File: src/rtl/branch_predictor.sv
// Direct-mapped BTB with 2-bit saturating counters. Looked up by the fetch PC
// with one cycle of latency, and trained by resolved-branch feedback.
// After reset, a sweep clears one valid bit per cycle before predictions are enabled.
module branch_predictor #(
  parameter int AWIDTH  = 32,
  parameter int ENTRIES = 64
) (
  input  logic              clk,
  input  logic              reset,
  input  logic              fetch_valid,
  input  logic [AWIDTH-1:0] fetch_pc,
  output logic              pred_valid,
  output logic [AWIDTH-1:0] pred_pc,
  output logic              pred_taken,
  output logic [AWIDTH-1:0] pred_target,
  input  logic              fb_taken,
  input  logic              fb_not_taken,
  input  logic [AWIDTH-1:0] fb_pc,
  input  logic [AWIDTH-1:0] fb_target,
  output logic              ready
);
  localparam int IDX_W = $clog2(ENTRIES);
  localparam int TAG_W = AWIDTH - IDX_W;

  typedef enum logic {S_INIT, S_RUN} state_t;

  state_t             r_state;
  logic [IDX_W-1:0]   r_init_idx;
  logic               r_ready;

  // Only the valid bits need clearing; tag/target/ctr are qualified by valid.
  logic [ENTRIES-1:0] r_valid;
  logic [TAG_W-1:0]   r_tag [ENTRIES];
  logic [AWIDTH-1:0]  r_tgt [ENTRIES];
  logic [1:0]         r_ctr [ENTRIES];

  logic [IDX_W-1:0]   w_lk_idx, w_fb_idx;
  logic [TAG_W-1:0]   w_lk_tag, w_fb_tag;
  logic               w_lk_hit, w_fb_hit, w_lk_taken;
  logic [1:0]         w_fb_ctr;

  assign w_lk_idx   = fetch_pc[IDX_W-1:0];
  assign w_lk_tag   = fetch_pc[AWIDTH-1:IDX_W];
  assign w_fb_idx   = fb_pc[IDX_W-1:0];
  assign w_fb_tag   = fb_pc[AWIDTH-1:IDX_W];
  assign w_lk_hit   = r_valid[w_lk_idx] && (r_tag[w_lk_idx] == w_lk_tag);
  assign w_fb_hit   = r_valid[w_fb_idx] && (r_tag[w_fb_idx] == w_fb_tag);
  assign w_fb_ctr   = r_ctr[w_fb_idx];
  // Gating with ready keeps pred_taken low during the sweep, when table contents are stale.
  assign w_lk_taken = r_ready && w_lk_hit && r_ctr[w_lk_idx][1];

  // Init/run control: sweep index and the ready flag
  always_ff @(posedge clk) begin
    if (reset) begin
      r_state    <= S_INIT;
      r_init_idx <= '0;
      r_ready    <= 1'b0;
    end else begin
      case (r_state)
        S_INIT: begin
          r_init_idx <= r_init_idx + 1'b1;
          if (r_init_idx == IDX_W'(ENTRIES - 1)) begin
            r_state <= S_RUN;
            r_ready <= 1'b1;
          end
        end
        default: r_ready <= 1'b1;
      endcase
    end
  end

  // Table writes: sweep clear in INIT, feedback training in RUN (fb_taken has priority)
  always_ff @(posedge clk) begin
    if (!reset) begin
      if (r_state == S_INIT) begin
        r_valid[r_init_idx] <= 1'b0;
      end else if (fb_taken) begin
        r_tgt[w_fb_idx] <= fb_target;
        if (w_fb_hit) begin
          if (w_fb_ctr != 2'd3) r_ctr[w_fb_idx] <= w_fb_ctr + 2'd1;
        end else begin
          r_valid[w_fb_idx] <= 1'b1;
          r_tag[w_fb_idx]   <= w_fb_tag;
          r_ctr[w_fb_idx]   <= 2'd2;
        end
      end else if (fb_not_taken && w_fb_hit) begin
        // A not-taken result at ctr 0 evicts the entry so that an aliasing PC can claim the slot.
        if (w_fb_ctr != 2'd0) r_ctr[w_fb_idx]   <= w_fb_ctr - 2'd1;
        else                  r_valid[w_fb_idx] <= 1'b0;
      end
    end
  end

  // Registered prediction outputs; the lookup sees contents from before this cycle's update
  always_ff @(posedge clk) begin
    if (reset) begin
      pred_valid  <= 1'b0;
      pred_pc     <= '0;
      pred_taken  <= 1'b0;
      pred_target <= '0;
    end else begin
      pred_valid  <= fetch_valid;
      pred_pc     <= fetch_pc;
      pred_taken  <= w_lk_taken;
      pred_target <= w_lk_taken ? r_tgt[w_lk_idx] : fetch_pc + AWIDTH'(1);
    end
  end

  assign ready = r_ready;
endmodule
File: config.mk
export PLATFORM = sky130hd
export DESIGN_NAME = branch_predictor
export DESIGN_NICKNAME = d
export VERILOG_FILES = /design/src/rtl/branch_predictor.sv
export SDC_FILE = /design/constraint.sdc
export NUM_CORES = 2
export LEC_CHECK = 0
export CORE_AREA = 4 4 757 759
export CTS_CLUSTER_SIZE = 10
export DETAILED_ROUTE_END_ITERATION = 10
export DIE_AREA = 0 0 761 763
export SLEW_MARGIN = 20
export SYNTH_ARGS = -nofsm -noshare
export SYNTH_HDL_FRONTEND = slang
export SYNTH_SLANG_ARGS = --single-unit
File: constraint.sdc
create_clock -name clk -period 16.7 [get_ports clk]
set_input_delay 1.67 -clock clk [delete_from_list [all_inputs] [get_ports clk]]
set_output_delay 1.67 -clock clk [all_outputs]
set_load 0.01 [all_outputs]
==> results_dict.tcl <==
set metrics [dict create \
    status "finished clean" \
    r2r_start "r_tag[20][4]" \
    hold_depth 2 \
    cap_violations 0 \
    die_y_um 763 \
    holdPathEnd "r_init_idx[1]" \
    htree_levels 5 \
    clock_sinks 3978 \
    place.port_buffers 167 \
    cts_resized 0 \
    vias_per_cell 5.96 \
    insertion_delay_ns 1.06 \
    ys_types 92 \
    crit_arrival_ns 9.88 \
    synth_area_leaders "edfxtp_1 69%, mux4_2 17%, mux2i_1 2.7%, dfxtp_1 0.87%, o22ai_1 0.79%" \
    synth_area_leader_cell "edfxtp_1" \
    core-area_um2 567000 \
    synth_cells 8548 \
    p_per_area_nw_per_um2 110 \
    worst_pin_slew_ns 1.26 \
    grt-ovfl-total 0 \
    drive_gt1_share_pct 27.7 \
    synth_edf_count 3904 \
    place_area_um2 181000 \
    syn-num-nets 8653 \
    maxSlewViolCount 0 \
    fin_crit_ns 9.27 \
    async_reset_ff_share_pct 0 \
    post_cts_buffers 0 \
    tns_ns 0 \
    critPathCaptureType "register" \
    grt_pass1_wl_um 824000 \
    crit_type "input port to register" \
    postCtsHoldBufs 0 \
    reg2reg_to "r_tag[24][20]" \
    pre_cts_ws_ns 6.59 \
    skew_ns 0.0794 \
    post-route-drc-count 0 \
    p_comb_share_pct 6.9 \
    yosys_warnings 0 \
    numCtsBuffers 445 \
    swShare_pct 22.7 \
    max-slew-margin-rel_pct 15.6 \
    grt_max_degree 127 \
    clkPwrFrac_pct 41.4 \
    dp_hpwl_um 356000 \
    syn_to_final_growth_pct 14.4 \
    grt_usage_pct 20.3 \
    setup_viol 0 \
    antenna_found_initial 58 \
    holdWs_ns 0.628 \
    synth_top_area_share_pct 69.1 \
    p_leak_nw 59.1 \
    finalCritPeriodShare_pct 55.5 \
    wl_per_cell_um 36.7 \
    drt_first_iter_violations 16406 \
    tritoncts "done" \
    clk_path_buf_depth 4 \
    seqPwrFrac_pct 51.7 \
    ctsRootBufferMaster "clkbuf_16" \
    antenna_left 0 \
    p_int_mw 16.5 \
    grt_pass1_vias 97678 \
    synth_seq_area_share_pct 70.0 \
    start_util_pct 29.9 \
    hp-start "r_init_idx[1]" \
    place.gp.congestion 0.944 \
    setup_ws_ns 7.43 \
    crit_fanout 61 \
    die_x_um 761 \
    ys_ff_latch 3978 \
    num_vias 99352 \
    startpoint_type "input port" \
    rsz0062_at_grt "false" \
    netlist_area_um2 170000 \
    fin_total_pwr_mw 21.3 \
    num_rows 277 \
    io_pins 168 \
    die_area_um2 581000 \
    hp-class "register to register" \
    synth.most_common_cell "edfxtp_1" \
    ff2ff_path_depth 11 \
    final_nets 8978 \
    drtPass1Iterations 6 \
    stdcell_area_um2 194000 \
    reg2reg_slack_ns 10.40 \
    max_clock_freq_ghz 0.108 \
    finalHoldViolCount 0 \
    synthTopCellsByCount "3904 x edfxtp_1, 1301 x mux4_2, 465 x mux2i_1, 314 x clkbuf_1, 279 x nand2_1" \
    path_clk_slew_ns 0.05 \
    synthFlopType "edfxtp_1" \
    vdd_drop_max_mv 0.0991 \
    switching_power_mw 4.84 \
    critPathRequiredTime_ns 17.31 \
    wl_um 611000 \
    avgSynthCellArea_um2 19.8 \
]
worst max-delay path by stage:
| stage | start | to |
|---|---|---|
| 2_1_floorplan | fb_pc[0] | r_tag[14][0] |
| 3_3_place_gp | fb_pc[0] | r_tag[16][16] |
| 3_5_place_dp | fb_pc[0] | r_tag[31][6] |
| 4_1_cts | fb_pc[0] | r_tag[29][15] |
| 5_1_grt | fb_pc[0] | r_tag[17][22] |
| 6_report | fb_pc[0] | r_tag[24][20] |
worst max-delay path: stages:
cell,delay [ns]
buf_8,0.56
buf_4,0.81
buf_4,0.85
nor2b_1,1.06
a31oi_1,0.19
a31oi_1,0.55
nor4_1,0.17
and4_1,0.27
a211oi_1,0.42
nand4_1,0.57
nor4_4,0.90
buf_4,0.95
nor3_2,0.12
buf_4,0.44
power groups by stage:
stage / Clock, mW / Combinational [mW] / Sequential [mW]
after global routing: 9.39 / 1.52 / 11.0
after CTS: 8.94 / 1.44 / 11.0
after floorplan: 0 / 0.793 / 11.2
final: 8.84 / 1.48 / 11.0
after global placement: 0 / 1.41 / 11.2
after detailed placement: 0 / 1.44 / 11.2
sequential cells by signal, indices dropped and copies added (netlist names), named ones only:
register	flops
pred_pc	32
pred_taken	1
pred_target	32
pred_valid	1
r_ctr	128
r_init_idx	6
r_state	1
r_tag	1664
r_tgt	2048
ready	1
cells in the final DEF, fill, tap and decap left out, drive strengths merged, types with 21 or more instances in the layout:
cell type,instances
a211oi,100
a21oi,147
a221oi,85
a22o,43
a22oi,152
a31oi,34
and2,26
and3,21
buf,426
clkbuf,621
clkdlybuf4s50,92
clkinv,33
dfxtp,74
diode,34
edfxtp,3904
inv,28
mux2,43
mux2i,465
mux4,1301
nand2,279
nand3,80
nand4,22
nor2,164
nor2b,48
nor3,94
nor4,28
o211ai,46
o21ai,155
o221ai,30
o22ai,215
o31ai,29
xnor2,39
xor2,24
cell families after synthesis:
group / share of synthesized area (%)
compound gates: 4.89
mux: 20.3
flops: 70.0
buf+inv: 1.85
fa+ha+maj: 0.0295
xor+xnor: 0.325
simple gates: 2.58
layer usage:
| layer | wire length (µm) | track usage (%) |
|---|---|---|
| met1 | 223000 | 26.2 |
| met2 | 270000 | 30.3 |
| met3 | 87900 | 8.08 |
| met4 | 29700 | 8.75 |
| met5 | 1040 | 0.339 |
cell type report:
| type | count | area [µm²] |
|---|---|---|
| clock buffers | 620 | 11900 |
| clock inverters | 43 | 642 |
| flip-flops and latches | 3978 | 119000 |
| inverters | 23 | 101 |
| repair buffers | 519 | 4260 |
| diodes | 34 | 85.1 |
| well taps | 7533 | 9430 |
| fillers | 52709 | 373000 |
| multi-input cells | 3906 | 48700 |
stage by stage:
step	instances	utilization, %
finish	16656	34.2
global route	16631	34.2
CTS	16617	34.2
detailed placement	15954	31.9
global placement	15954	31.9
floorplan	8548	-
(Power assumes the default switching activity.)
